[src/rtl/issue_scoreboard.sv]
// issue_scoreboard: in-order issue stage with per-register ALU countdown and load-lock scoreboard.
module issue_scoreboard #(
  parameter int ALU_LAT = 2,
  parameter int MAX_LOADS = 4,
  parameter int PAY_W = 64
) (
  input  logic             clk,
  input  logic             rst,
  input  logic             dec_valid,
  output logic             dec_ready,
  input  logic             dec_illegal,
  input  logic             dec_use_rsj,
  input  logic             dec_use_rsk,
  input  logic             dec_use_rsd,
  input  logic [4:0]       dec_rsj,
  input  logic [4:0]       dec_rsk,
  input  logic [4:0]       dec_rsd,
  input  logic [1:0]       dec_rsd_lockout,
  input  logic [PAY_W-1:0] dec_payload,
  output logic             iss_valid,
  input  logic             iss_ready,
  output logic [PAY_W-1:0] iss_payload,
  input  logic             wb_valid,
  input  logic [4:0]       wb_rsd,
  input  logic             flush,
  output logic             trap,
  output logic [31:0]      busy_vec
);
  localparam int CW = $clog2(MAX_LOADS + 1);
  typedef enum logic {RUN, TRAP} state_t;
  state_t state, state_nx;
  logic [1:0] alu_cnt [32];
  logic [31:0] load_bits;
  logic [CW-1:0] load_cnt;
  logic hazard, take, legal, set_alu, set_ld, clr_ld, inc, dec;
  always_comb begin
    busy_vec = '0;
    for (int i = 1; i < 32; i++) busy_vec[i] = alu_cnt[i] != 2'd0 || load_bits[i];
  end
  always_comb begin
    hazard = (dec_use_rsj && busy_vec[dec_rsj]) || (dec_use_rsk && busy_vec[dec_rsk]) ||
             (dec_use_rsd && busy_vec[dec_rsd]) ||
             (dec_rsd_lockout[1] && load_cnt == CW'(MAX_LOADS));
    dec_ready = state == RUN && !hazard && (!iss_valid || iss_ready);
    // flush wins over a same-cycle accept: the instruction is dropped entirely
    take = dec_valid && dec_ready && !flush;
    legal = take && !dec_illegal;
    set_alu = legal && dec_use_rsd && dec_rsd != 5'd0 && dec_rsd_lockout == 2'd1;
    set_ld = legal && dec_use_rsd && dec_rsd != 5'd0 && dec_rsd_lockout[1];
    clr_ld = wb_valid && load_bits[wb_rsd];
    inc = set_ld && !load_bits[dec_rsd];
    dec = clr_ld && !(set_ld && dec_rsd == wb_rsd);
    state_nx = flush ? RUN : (take && dec_illegal) ? TRAP : state;
  end
  always_ff @(posedge clk) state <= rst ? RUN : state_nx;
  always_ff @(posedge clk) begin
    if (rst) begin
      iss_valid <= 1'b0;
      iss_payload <= '0;
      trap <= 1'b0;
      load_bits <= '0;
      load_cnt <= '0;
      for (int i = 0; i < 32; i++) alu_cnt[i] <= 2'd0;
    end else begin
      trap <= take && dec_illegal;
      iss_valid <= !flush && (legal || (iss_valid && !iss_ready));
      if (legal) iss_payload <= dec_payload;
      for (int i = 0; i < 32; i++)
        alu_cnt[i] <= (set_alu && dec_rsd == 5'(i)) ? 2'(ALU_LAT) : alu_cnt[i] - {1'b0, |alu_cnt[i]};
      load_bits <= (load_bits & ~({31'b0, clr_ld} << wb_rsd)) | ({31'b0, set_ld} << dec_rsd);
      load_cnt <= load_cnt + CW'(inc) - CW'(dec);
    end
  end
endmodule

[config.mk]
export PLATFORM = sky130hd
export DESIGN_NAME = issue_scoreboard
export DESIGN_NICKNAME = d
export VERILOG_FILES = /design/src/rtl/issue_scoreboard.sv
export SDC_FILE = /design/constraint.sdc
export NUM_CORES = 1
export LEC_CHECK = 0
export BUFFER_PORTS_ARGS = -buffer_cell sky130_fd_sc_hd__buf_4
export CORE_ASPECT_RATIO = 1.25
export CORE_MARGIN = 2
export CORE_UTILIZATION = 40
export DETAILED_ROUTE_END_ITERATION = 6
export PLACE_DENSITY_LB_ADDON = 0.05
export SYNTH_ARGS = -nofsm -noshare
export SYNTH_HDL_FRONTEND = slang
export SYNTH_SLANG_ARGS = --single-unit
[constraint.sdc]
create_clock -name clk -period 9.6 [get_ports clk]
set_clock_uncertainty 0.05 [all_clocks]
set_input_delay 0 -clock clk [delete_from_list [all_inputs] [get_ports clk]]
set_output_delay 0 -clock clk [all_outputs]
set_load 0.03 [all_outputs]
# Yosys cells after proc, flatten, opt, wreduce, memory -nomap -nowiden
# Memories as Yosys holds them, arrays and structs flattened.
# Cells that the tools add are included.
[op_classes] add_sub_neg=34 n_lt_le_gt_ge=4 eq_ne=34 n_shift=2 mux=77 n_bitwise=36 n_reduce_logical=161
[op_table] operator="$mux 2" count=64
[op_table] operator="$eq 5x5->1 const B" count=16
[op_table] operator="$reduce_or 2->1" count=33
[op_table] operator="$shl 1x5->32" count=2
[op_table] operator="$sub 2x1->2" count=32
[op_table] operator="$reduce_bool 2->1" count=31
[op_table] operator="$logic_and 1x1->1" count=52
[op_table] operator="$eq 5x4->1 const B" count=8
[op_table] operator="$logic_or 1x1->1" count=36
[op_table] operator="$and 32x32->32" count=1
[op_table] operator="$not 32->32" count=1
[op_table] operator="$or 1x1->1" count=32
[op_table] operator="$or 32x32->32" count=1
[op_table] operator="$bmux 1 s5" count=5
[op_table] operator="$lt 5x6->1 const B" count=4
[op_table] operator="$eq 5x3->1 const B" count=4
[op_table] operator="$eq 5x2->1 const B" count=2
[op_table] operator="$mux 1" count=8
[op_table] operator="$logic_not 1->1" count=7
[op_table] operator="$eq 5x1->1 const B" count=1
[op_table] operator="$eq 5x5->1" count=1
[op_table] operator="$logic_not 5->1" count=1
[op_table] operator="$reduce_bool 5->1" count=1
[op_table] operator="$add 3x1->3" count=1
[op_table] operator="other kinds (4)" count=4
[word_totals] ff_bits=102 ram_bits=64 input_bits=96 out_inout_bits=99 wordCells=355 memories=1
[memory_table] name="alu_cnt" depth=32 word_bits=2 rd=32 rd_ports_with_merged_regs=0 wr=32 line="32" rtl="logic [1:0] alu_cnt [32];"

# Logic depth before layout (Yosys ltp)
# Gate-level depths: netlist (run 1).
# An unclocked memory read counts as a cell.
[depth] depth_word=22 mapped_depth=19 depth_no_buf=15

# Worst setup path after synthesis (run 1)
# OpenSTA, ideal clock, no wires.
[synth_timing] path_type="register -> register" from="register load_bits[18]" to="register load_cnt[2]" setup_time_ns=0.128 arrival_time_ns=3.893 required_ns=9.422 slack_ns=5.529 path_stages_with_launch=19 n_path_buf=4 synth_period_minus_slack_ns=4.071 path_cell_list="dfxtp_1 or3_1 clkbuf_1 o211a_1 a311o_1 a2111oi_2 o21a_2 and4_1 buf_4 buf_8 buf_8 o2111ai_1 ha_1 inv_1 ha_1 fa_1 xnor2_1 xnor2_1 nor2_1"
[synth_between] elab_chain_cells=20 elab_cells_between_ends=34
[synth_lines] element="start, declared" line="33" rtl="logic [31:0] load_bits;"
[synth_lines] element="start signal, assigned" line="70" rtl="load_bits <= (load_bits & ~({31'b0, clr_ld} << wb_rsd)) | ({31'b0, set_ld} << dec_rsd);"
[synth_lines] element="$logic_or 1x1->1 (*)" line="38" rtl="for (int i = 1; i < 32; i++) busy_vec[i] = alu_cnt[i] != 2'd0 || load_bits[i];"
[synth_lines] element="via busy_vec[18]" line="27" rtl="output logic [31:0] busy_vec"
[synth_lines] element="$bmux 1 s5" line="41" rtl="hazard = (dec_use_rsj && busy_vec[dec_rsj]) || (dec_use_rsk && busy_vec[dec_rsk]) ||"
[synth_lines] element="$mux 1 (implied by the code)" line="41"
[synth_lines] element="$logic_and 1x1->1" line="41"
[synth_lines] element="$logic_or 1x1->1" line="41"
[synth_lines] element="$logic_or 1x1->1 (*)" line="41"
[synth_lines] element="$logic_or 1x1->1 (*)" line="42" rtl="(dec_use_rsd && busy_vec[dec_rsd]) ||"
[synth_lines] element="$logic_not 1->1 (*)" line="44" rtl="dec_ready = state == RUN && !hazard && (!iss_valid || iss_ready);"
[synth_lines] element="$logic_and 1x1->1 (*) (2 in series)" line="44"
[synth_lines] element="$logic_and 1x1->1 (*) (2 in series)" line="46" rtl="take = dec_valid && dec_ready && !flush;"
[synth_lines] element="$logic_and 1x1->1 (*)" line="47" rtl="legal = take && !dec_illegal;"
[synth_lines] element="$logic_and 1x1->1 (*) (3 in series)" line="49" rtl="set_ld = legal && dec_use_rsd && dec_rsd != 5'd0 && dec_rsd_lockout[1];"
[synth_lines] element="parallel branches: the longest is 3 deep, another holds $add 3x1->3"
[synth_lines] element="$sub 3x1->3 (*)" line="71" rtl="load_cnt <= load_cnt + CW'(inc) - CW'(dec);"
[synth_lines] element="end signal, assigned" line="71"
[synth_lines] element="end, declared" line="34" rtl="logic [CW-1:0] load_cnt;"
# Mark *: on every way through the listed nets, which the timed path passes. The select of a mux whose other input is x is not followed.
# A chain may end at the register's enable or synchronous reset.

==> results of run 1 <==
[synthesized netlist by cell type, types with 3 or more instances]
| cell type | number | area (sq um) |
|---|---|---|
| mux4_2 | 12 | 270 |
| nand3b_1 | 5 | 37.5 |
| nand3_1 | 37 | 185 |
| o211ai_1 | 36 | 270 |
| o31ai_1 | 13 | 97.6 |
| a2111oi_0 | 3 | 26.3 |
| o2111ai_1 | 3 | 26.3 |
| mux2_2 | 4 | 45.0 |
| nand4_1 | 7 | 43.8 |
| nand2_1 | 153 | 574 |
| nor2_1 | 14 | 52.6 |
| nor2b_1 | 12 | 75.1 |
| nand2b_1 | 3 | 18.8 |
| buf_4 | 7 | 52.6 |
| nor3b_1 | 38 | 285 |
| clkbuf_1 | 51 | 191 |
| o41ai_1 | 3 | 26.3 |
| inv_1 | 25 | 93.8 |
| o311ai_0 | 4 | 35.0 |
| o21ai_0 | 47 | 235 |
| nor4_1 | 9 | 56.3 |
| a211oi_1 | 10 | 75.1 |
| nor4b_1 | 6 | 52.6 |
| dfxtp_1 | 164 | 3280 |
| mux2i_1 | 78 | 781 |
| o211a_1 | 3 | 30.0 |
| a32o_1 | 4 | 40.0 |
| nor3_1 | 23 | 115 |
| or3_1 | 20 | 125 |
[worst max-delay path: cells and delay by family (launching register included)]
family	cells	cell delay, ns
buf+inv	1	0.04
fa+ha+maj	3	0.89
flops	1	0.32
xor+xnor	2	0.33
simple gates	4	1.70
compound gates	4	1.02
[state kept, by name (all words and copies together), names as in the netlist]
name         count
iss_payload     64
alu_cnt         62
load_bits       32
load_cnt         3
iss_valid        1
state            1
trap             1
[through the flow]
| step | setup slack [ns] | hold WS [ns] | total power, W | std cells |
|---|---|---|---|---|
| floorplan | 5.53 | 0.0922 | 0.000802 | 847 |
| detailed placement | 5.12 | 0.215 | 0.000870 | 1211 |
| global route | 4.81 | 0.0318 | 0.00174 | 1315 |
| CTS | 5.12 | 0.00742 | 0.00169 | 1315 |
| finish | 5.12 | 0.0107 | 0.00168 | 1315 |
| global placement | 5.13 | 0.209 | 0.000871 | 1211 |
[report_power, final]
part           total (W)  switching [W]  internal [W]
clock           0.000803       0.000282      0.000520
combinational   0.000187       0.000104     0.0000824
sequential      0.000694     0.00000475      0.000689
[worst paths after layout]
path	slack (ns)	endpoint	startpoint
worst max-delay path	5.12	load_cnt[2]	alu_cnt[0][7]
worst min-delay path	0.01	load_cnt[2]	rst
worst max register to register	5.12	load_cnt[2]	alu_cnt[0][7]
worst min register to register	0.39	alu_cnt[0][62]	alu_cnt[0][62]
[cells in the final DEF (no fill, tap or decap), types with 3 or more instances in the layout]
master         instances
mux4_2                12
a211oi_1              10
buf_4                195
nor4b_1                6
or3_1                 20
nand4_1                7
o211ai_1              36
a32o_1                 4
o21ai_0               47
mux2_2                 4
inv_1                 25
o41ai_1                3
mux2i_1               78
dlygate4sd3_1         74
nand2_1              153
a2111oi_0              3
o31ai_1               13
bufinv_16              7
nand2b_1               3
o211a_1                3
nor2b_1               12
nor4_1                 9
nor3b_1               38
nand3b_1               5
nor3_1                23
o311ai_0               4
o2111ai_1              3
dfxtp_1              164
nor2_1                14
nand3_1               37
clkbuf_16             17
inv_6                  3
[layer usage]
layer / part of all wire (%) / track usage, % / wire length, um
met1: 42 / 31.7 / 10800
met2: 46 / 41.7 / 12000
met3: 6.7 / 5.41 / 1730
met4: 4.7 / 13.7 / 1210
met5: 0 / 0 / 0
[kinds of logic (layout without fill, tap and decap cells)]
family | after synthesis | in the layout | share of synthesized area (%)
DFF | 164 | 164 | 42.9
other | 1 | 1 | 0.0490
adders and majority gates | 3 | 3 | 0.588
and+or+nand+nor | 343 | 343 | 23.0
AOI/OAI and AO/OA | 150 | 150 | 13.9
buffers and inverters | 90 | 326 | 5.08
muxes | 94 | 94 | 14.3
xor gates and xnor gates | 2 | 2 | 0.229
[final cells by class]
class,instances,area [sq um]
Clock buffer,18,439
Clock inverter,12,251
Timing Repair Buffer,269,2200
Multi-Input combinational cell,593,3990
Inverter,27,106
Sequential cell,164,3280
Tap cell,232,290
Fill cell,1720,8220
==> summary.md, run 1 <==
| Metric | Value |
|---|---|
| DR vias | `around 7.4k` |
| Die X | `approximately 130 um` |
| Drt total wl | `approximately 26000 um` |
| Post-synthesis net count | `roughly 950` |
| P per Cell Area | `between 150 and 200 nW/um^2` |
| Die H | `approximately 160 um` |
| YS warnings | `0` |
| CTS Buf Count | `17` |
| Mapped Avg Cell Area | `around 9 sq um` |
| Total negative slack | `0 ns` |
| Num Clock Sinks | `164` |
| CTS Hold Bufs | `74` |
| Area grow syn2layout | `37.9%` |
| Synthesized flop and latch total | `between 150 and 200` |
| Peak VDD IR | `~120 uV` |
| Vias in the first global route | `approximately 7.3k` |
| Slowest-stage cell, CP | `and4_4` |
| Max incr delay on CP | `about 0.7 ns` |
| Fmax | `approximately 220 MHz` |
| Post-DRT Antenna Nets | `0` |
| IO Count | `195` |
| CTS resizes | `0` |
| Clk root buf | `clkbuf_16` |
| Req. time, crit path | `between 9 and 10 ns` |
| DRT iter0 DRCs | `451` |
| First-pass GRT wire length | `roughly 40000 um` |
| Crit path max fanout | `36` |
| RSZ-0062 raised after global routing | `no` |
| Hold Crit Depth | `2` |
| Crit path cell chain | `nor3_1, a211oi_1, a2111oi_0, a211oi_1, nor3_2, and4_4, o2111ai_1, ha_1, inv_1, ha_1, fa_1, xnor2_1, xnor2_1, nor2_1` |
| Vias per std cell | `~5.6` |
| Max clock buf depth | `2` |
| TritonCTS clock tree | `done` |
| Seq/Total Area, Yosys | `approximately 43%` |
| Netlist cell types | `between 60 and 70` |
| Kind of critical path | `reg2reg` |
| GRT overflow | `0` |
| Placed cell areas | `around 9100 sq um` |
| Worst-margin pin slew | `~0.99 ns` |
| Starting density of the core | `40.8%` |
| Tot GR Track Use | `~26%` |
| Fin nets | `~1.2k` |
| Clock-pin slew on the worst setup and hold paths | `0.07 ns` |
| Fin util | `between 50% and 60%` |
| GP Congestion | `slightly below 0.9` |
| Die ar. | `just over 20000 sq um` |
| Max transition margin | `33.5%` |
| Worst-Skew Late Latency | `0.42 ns` |
| Drc violations | `0` |
| Worst setup SP type | `flop` |
| Main flop type after synthesis | `dfxtp_1` |
| Post-CTS setup buffers | `0` |
| Drt pass-1 iters | `5` |
| Core area | `18800 sq um` |
| Initial antenna violation count | `0` |
| Period utilisation layout | `between 40% and 50%` |
| Design area | `approximately 11000 sq um` |
| Hold crit path type | `in2reg` |
| Post-Syn Instances | `847` |
| Outcome | `finished, final reports clean` |
| Largest net degree at the start of global routing | `between 100 and 150` |
| CP Capture Type | `flop` |
| N_diodes | `0` |
| Site Rows | `56` |
| Reg2Reg Depth | `14` |
| Layout cells sized above 1 | `22.9%` |
| Setup violations, final | `0` |
| Wirelength per Cell | `roughly 20 um` |
| Port Buffer Count | `193` |
| Number of synthesized flops with an enable pin | `0` |
| Final Max Tran Viols | `0` |
| H-tree depth | `4` |
| Mapped cell area | `around 7700 sq um` |
| LEAKAGE | `~4.3 nW` |
| Final hold viol count | `0` |
| Min Clock Period, post-route | `~4.5 ns` |
| Asr flop ratio synth | `0%` |
| Critical Path AT | `4.72 ns` |
| Post-DP HPWL | `17700 um` |
| Max_cap viols | `0` |
Power figures use the tool's default switching activity.
==> run 2, diff against run 1 <==
==> constraint.sdc (replaced) <==
create_clock -name clk -period 4.3 [get_ports clk]
set_clock_uncertainty 0.05 [all_clocks]
set_input_delay 0 -clock clk [delete_from_list [all_inputs] [get_ports clk]]
set_output_delay 0 -clock clk [all_outputs]
set_load 0.03 [all_outputs]
==> summary.md, run 2 (synthesis results as in run 1) <==
| Metric | Value |
|---|---|
| Area grow syn2layout | `37.0%` |
| Most common cell after layout, fill and taps aside | `buf_4` |
| Max transition margin | `35.4% (+1.9 points)` |
| Die H | `159 um (unchanged)` |
| Vias in the first global route | `7234 (-1.5%)` |
| Design area | `10500 sq um (-0.69%)` |
| Starting density of the core | `40.8% (unchanged)` |
| Period utilisation layout | `90.3% (+44 points)` |
| Port Buffer Count | `193 (unchanged)` |
| Drt pass-1 iters | `5 (unchanged)` |
| Outcome | `finished, final reports clean` |
| Largest registers | `iss_payload: 64 flops, alu_cnt: 62 flops, load_bits: 32 flops` |
| Worst-Skew Late Latency | `0.42 ns (about the same)` |
| Max_cap viols | `0 (unchanged)` |
| Setup violations, final | `0 (unchanged)` |
| CP Capture Type | `flop` |
| RSZ-0062 raised after global routing | `no` |
| P per Cell Area | `324 nW/um^2 (+100%)` |
| Clock-pin slew on the worst setup and hold paths | `0.07 ns (about the same)` |
| Min Clock Period, post-route | `3.88 ns (-0.595 ns)` |
| DRT iter0 DRCs | `409 (-9.3%)` |
| Clock Power Share | `42.0% (-5.7 points)` |
| Drt total wl | `26000 um (+1.1%)` |
| Overall Power | `0.00340 W (+100%)` |
| Die X | `128 um (unchanged)` |
| Wirelength per Cell | `19.6 um (+0.22%)` |
| Final hold viol count | `0 (unchanged)` |
| Total negative slack | `0 ns (unchanged)` |
| Switching share of power | `26.7% (+3.5 points)` |
| Worst setup SP type | `flop` |
| H-tree depth | `4 (unchanged)` |
| Drc violations | `0 (unchanged)` |
| DR vias | `7514 (+1.3%)` |
| Crit path max fanout | `5 (-86%)` |
| Num Clock Sinks | `164 (unchanged)` |
| Post-DRT Antenna Nets | `0 (unchanged)` |
| Hold crit path type | `in2reg` |
| Layout cells sized above 1 | `23.7% (+0.75 points)` |
| CTS Buf Count | `17 (unchanged)` |
| First-pass GRT wire length | `39900 um (-1.0%)` |
| Clk root buf | `clkbuf_16` |
| Req. time, crit path | `4.54 ns (-5.30 ns)` |
| Switch Pwr | `0.000907 W (+130%)` |
| GP Congestion | `0.939 (+5.3%)` |
| Site Rows | `56 (unchanged)` |
| N_diodes | `0 (unchanged)` |
| Peak VDD IR | `283 uV (+140%)` |
| Final Max Tran Viols | `0 (unchanged)` |
| Worst-margin pin slew | `0.964 ns (-0.0288 ns)` |
| LEAKAGE | `4.28 nW (-0.77%)` |
| Max clock buf depth | `2 (unchanged)` |
| Initial antenna violation count | `0 (unchanged)` |
| Gate power share | `12.4% (+1.3 points)` |
| Critical Path AT | `4.12 ns (-0.60 ns)` |
| Sequential share of power | `45.6% (+4.4 points)` |
| Die ar. | `20300 sq um (unchanged)` |
| Kind of critical path | `reg2reg` |
| Vias per std cell | `5.66 (+0.43%)` |
| Tot GR Track Use | `25.4% (-0.15 points)` |
| Post-DP HPWL | `18000 um (+1.5%)` |
| Fmax | `257 MHz (+15%)` |
| GRT overflow | `0 (unchanged)` |
| Largest net degree at the start of global routing | `134 (+23%)` |
| Core area | `18800 sq um (unchanged)` |
| Biggest register | `iss_payload` |
| Placed cell areas | `9210 sq um (+0.90%)` |
| Max reg flops | `64 (unchanged)` |
| Most frequent cells in the layout | `buf_4, dfxtp_1, nand2_1` |
| Fin nets | `1181 (+0.85%)` |
| CTS resizes | `0 (unchanged)` |
| Fin util | `55.9% (-0.39 points)` |
| TritonCTS clock tree | `done` |
| IO Count | `195 (unchanged)` |
| Internal power component | `0.00249 W (+93%)` |
[run 2: path summary, 6_finish.rpt]
kind / startpoint / endpoint / slack [ns] / cells past startpoint
setup reg to reg: load_bits[10] / load_cnt[2] / 0.42 / 15
hold / removal: rst / load_cnt[2] / 0.01 / 2
hold reg to reg: alu_cnt[0][36] / alu_cnt[0][36] / 0.39 / 1
setup / recovery: load_bits[10] / load_cnt[2] / 0.42 / 15
[run 2: worst max-delay path, stage by stage, from the launching register on]
cell,delay [ns]
dfxtp_1,0.33
nor3_1,0.44
inv_1,0.17
a311o_1,0.37
o211ai_1,0.09
nand4b_1,0.15
o211ai_1,0.48
and4_4,0.30
o2111ai_1,0.12
ha_1,0.28
inv_1,0.04
ha_1,0.18
fa_1,0.37
xnor2_1,0.18
xnor2_1,0.14
nor2_1,0.05
[run 2: power by group through the flow]
stage | combinational [W] | sequential (W) | clock [W]
finish | 0.000421 | 0.00155 | 0.00143
global route | 0.000448 | 0.00155 | 0.00152
CTS | 0.000416 | 0.00155 | 0.00145
detailed placement | 0.000365 | 0.00158 | 0
global placement | 0.000365 | 0.00158 | 0
floorplan | 0.000172 | 0.00162 | 0
[run 2: repair_timing]
action / 4_1_cts / 5_1_grt
setup endpoints to repair: 0 / 0
endpoints found under the hold margin: 69 / 0
hold buffers: 73 / 0
setup buffers: 0 / 0
[run 2: per-layer routing]
layer	vias up	global-route usage, %	wire (um)
li1	3554	-	-
met1	3566	30.3	10600
met2	330	42.6	12500
met3	64	6.12	1830
met4	0	13.0	1140
met5	-	0	0
[run 2: cell type report]
class | count | area (sq um)
multi-input combinational | 593 | 3990
sequential | 164 | 3280
inverter | 27 | 106
fill | 1709 | 8290
clock buffer | 20 | 447
tap | 232 | 290
clock inverter | 12 | 98.8
timing repair buffer | 279 | 2280
[run 2: through the flow]
stage	instances	worst slack (ns)	hold WS, ns
floorplan	847	0.229	0.0922
global placement	1222	0.515	0.208
detailed placement	1222	0.480	0.215
CTS	1327	0.444	0.0138
global route	1327	0.159	0.0308
finish	1327	0.415	0.0118
==> run 3, diff against run 2 <==
--- a/config.mk
+++ b/config.mk
@@ -5,10 +5,12 @@
 export SDC_FILE = /design/constraint.sdc
 export NUM_CORES = 1
 export LEC_CHECK = 0
+export ABC_AREA = 1
 export BUFFER_PORTS_ARGS = -buffer_cell sky130_fd_sc_hd__buf_4
 export CORE_ASPECT_RATIO = 1.25
 export CORE_MARGIN = 2
 export CORE_UTILIZATION = 40
+export CTS_CLUSTER_SIZE = 40
 export DETAILED_ROUTE_END_ITERATION = 6
 export PLACE_DENSITY_LB_ADDON = 0.05
 export SYNTH_ARGS = -nofsm -noshare
==> summary.md, run 3 <==
| Metric | Value |
|---|---|
| Drt total wl | `25400 um (-2.5%)` |
| Crit path cell chain | `dlygate4sd3_1, buf_4, nor2_1, inv_1, nor2_2, nand2_1, nand3_1, nor2_1, nand3_1, nand2_1, a21oi_1, nand3_1, nor2_2, nand3_2, nor2_2, inv_1, ha_1, inv_1, ha_1, fa_1, xnor2_1, nor2_1` |
| Synth cell count leaders | `nand2_1, nor2_1, dfxtp_1, nand3_1` |
| Layout cells sized above 1 | `18.0% (-5.7 points)` |
| DR vias | `8262 (+10%)` |
| R2R Path Start | `alu_cnt[0][54]` |
| Max incr delay on CP | `0.54 ns (+0.06 ns)` |
| Post-CTS setup buffers | `0 (unchanged)` |
| Reg2Reg Setup Slack | `1.05 ns (+0.63 ns)` |
| Top cells by area, synth | `dfxtp_1, nand3_1, nand2_1` |
| # fillers | `1853 (+8.4%)` |
| Clock-pin slew on the worst setup and hold paths | `0.06 ns (about the same)` |
| Most common cell after layout, fill and taps aside | `nor2_1` |
| CTS Buf Count | `17 (unchanged)` |
| Max_cap viols | `0 (unchanged)` |
| Tot GR Track Use | `25.0% (-0.39 points)` |
| Max transition margin | `41.2% (+5.8 points)` |
| Drt pass-1 iters | `5 (unchanged)` |
| Max reg flops | `64 (unchanged)` |
| Netlist cell types | `30 (-54%)` |
| YS warnings | `0 (unchanged)` |
| LEAKAGE | `4.52 nW (+5.8%)` |
| Number of synthesized flops with an enable pin | `0 (unchanged)` |
| Total negative slack | `0 ns (unchanged)` |
| Dpl ws | `0.992 ns (+0.512 ns)` |
| Vias in the first global route | `7707 (+6.5%)` |
| Final hold viol count | `0 (unchanged)` |
| Post-Syn Instances | `1135 (+34%)` |
| Most frequent cells in the layout | `nor2_1, nand2_1, buf_4` |
| Critical Path Source | `dec_rsd[2]` |
| Sequential Area | `3280 sq um (unchanged)` |
| Max clock buf depth | `2 (unchanged)` |
| Seq/Total Area, Yosys | `43.2% (+0.37 points)` |
| First-pass GRT wire length | `39800 um (-0.16%)` |
| IO Count | `195 (unchanged)` |
| RSZ-0062 raised after global routing | `no` |
| Peak VDD IR | `261 uV (-7.8%)` |
| Mapped cell area | `7590 sq um (-0.85%)` |
| P per Cell Area | `352 nW/um^2 (+8.8%)` |
| Final Max Tran Viols | `0 (unchanged)` |
| Die ar. | `20100 sq um (-0.82%)` |
| Initial antenna violation count | `0 (unchanged)` |
| Drc violations | `0 (unchanged)` |
| Crit path max fanout | `5 (unchanged)` |
| Num Clock Sinks | `164 (unchanged)` |
| Largest area contributor in the netlist | `dfxtp_1` |
| Slowest-stage cell, CP | `dlygate4sd3_1` |
| Wirelength per Cell | `15.8 um (-19%)` |
| Fin nets | `1458 (+23%)` |
| Largest registers | `iss_payload: 64 flops, alu_cnt: 62 flops, load_bits: 32 flops` |
| Worst-margin pin slew | `0.882 ns (-0.0818 ns)` |
| Post-DRT Antenna Nets | `0 (unchanged)` |
| Min Clock Period, post-route | `3.48 ns (-0.405 ns)` |
| N_diodes | `0 (unchanged)` |
| End of the critical path | `load_cnt[2]` |
| DRT iter0 DRCs | `432 (+5.6%)` |
| Largest net degree at the start of global routing | `96 (-28%)` |
| Biggest register | `iss_payload` |
| Kind of cell adding the most delay to the critical path | `simple AND/OR/NAND/NOR gates` |
| Die X | `127 um (-0.41%)` |
| Area of the multi-input gates | `3730 sq um (-6.5%)` |
| Reg2Reg Depth | `20 (+5)` |
| Main flop type after synthesis | `dfxtp_1` |
| GRT overflow | `0 (unchanged)` |
| Site Rows | `56 (unchanged)` |
| Reg-to-Reg End | `load_cnt[2]` |
| Hold slack | `0.0250 ns (+0.0132 ns)` |
| Setup WS post-layout | `0.820 ns (+0.405 ns)` |
| Hold crit path type | `in2reg` |
| Outcome | `finished, final reports clean` |
| Starting density of the core | `40.6% (-0.20 points)` |
| Asr flop ratio synth | `0% (unchanged)` |
| Setup violations, final | `0 (unchanged)` |
| Fmax | `287 MHz (+12%)` |
| Area grow syn2layout | `37.4%` |
| Post-DP HPWL | `18000 um (-0.22%)` |
| Period utilisation layout | `80.9% (-9.4 points)` |
| CP Depth | `22 (+7)` |
| Critical Path AT | `3.71 ns (-0.41 ns)` |
| Worst-Skew Late Latency | `0.43 ns (about the same)` |
| Mapped Avg Cell Area | `6.69 sq um (-26%)` |
| GP Congestion | `0.910 (-3.2%)` |
| Die H | `158 um (-0.42%)` |
| CP Capture Type | `flop` |
| H-tree depth | `4 (unchanged)` |
| Synth top area share | `43.2% (+0.37 points)` |
| TritonCTS clock tree | `done` |
| Synthesized flop and latch total | `164 (unchanged)` |
| Core area | `18700 sq um (-0.37%)` |
| CP bufs+invs | `5 (+3)` |
| Clk root buf | `clkbuf_16` |
| Worst setup SP type | `input port` |
| Port Buffer Count | `193 (unchanged)` |
| Req. time, crit path | `4.53 ns (about the same)` |
| Post-synthesis net count | `1234 (+30%)` |
| Vias per std cell | `5.15 (-9.0%)` |
| Kind of critical path | `in2reg` |
## run 3: cell count changes after synthesis, moves of 51 or more
cell     change
a21oi_1     +65
nor2_1     +202
mux2i_1     -78
inv_1       +51
nand2_1     +63
nand3_1    +127
## run 3: power breakdown
group	switching (W)	leakage, nW	total [W]	internal, W
logic	0.000308	2.90	0.000523	0.000216
clock network	0.000661	0.297	0.00158	0.000916
registers	0.0000195	1.33	0.00158	0.00156
## run 3: metrics by stage
| step | utilization, % | cell area [sq um] | std cells | power [W] |
|---|---|---|---|---|
| after global placement | 48.7 | 9110 | 1501 | 0.00208 |
| after detailed placement | 48.7 | 9110 | 1501 | 0.00208 |
| final | 55.8 | 10400 | 1604 | 0.00368 |
| after floorplan | - | 7590 | 1135 | 0.00189 |
| after CTS | 55.8 | 10400 | 1604 | 0.00371 |
| after global routing | 55.8 | 10400 | 1604 | 0.00383 |
## run 3: worst min path at each step
stage | startpoint | to | slack (ns) | cells past startpoint
2_1_floorplan | dec_illegal | trap | 0.09 | 2
3_3_place_gp | dec_payload[39] | iss_payload[39] | 0.18 | 3
3_5_place_dp | dec_payload[62] | iss_payload[62] | 0.19 | 3
4_1_cts | wb_rsd[2] | load_bits[22] | 0.004 | 4
5_1_grt | wb_rsd[4] | load_bits[20] | 0.04 | 4
6_report | wb_rsd[2] | load_bits[22] | 0.03 | 4
## run 3: worst reg2reg max path, delay by kind of cell (launching register included)
kind | cells | cell delay, ns
xor+xnor | 1 | 0.17
fa+ha+maj | 3 | 0.82
buf+inv | 2 | 0.08
flops | 1 | 0.32
simple gates | 14 | 1.67
## run 3: logic make-up (layout without fill, tap and decap cells)
logic type               Yosys count  in the layout  synth area share [%]
adder cells (fa/ha/maj)            3              3                 0.593
other                              1              1                0.0494
AO/OA/AOI/OAI                    159            159                  10.7
buffers and inverters            147            384                  7.70
AND/OR/NAND/NOR                  659            659                  37.5
flip-flops                       164            164                  43.2
XOR/XNOR                           2              2                 0.231
## run 3: metal layers
layer,vias up,GRT usage (%),wire length [um]
met1,3760,30.3,10600
met2,309,43.2,12300
li1,4155,-,-
met5,-,0,0
met3,38,6.12,1850
met4,0,9.00,600
## run 3: final cells by class
type,count,area share [%]
Sequential cell,164,31.5
Clock buffer,21,4.51
Inverter,80,2.89
Clock inverter,11,1.34
Timing Repair Buffer,272,21.3
Multi-Input combinational cell,824,35.7
Tap cell,232,2.78
## run 3: repair_timing
item | 4_1_cts | 5_1_grt
hold buffers | 71 | 0
gates resized for setup | 0 | 0
endpoints found under the setup margin | 0 | 0
hold endpoints to repair | 96 | 0
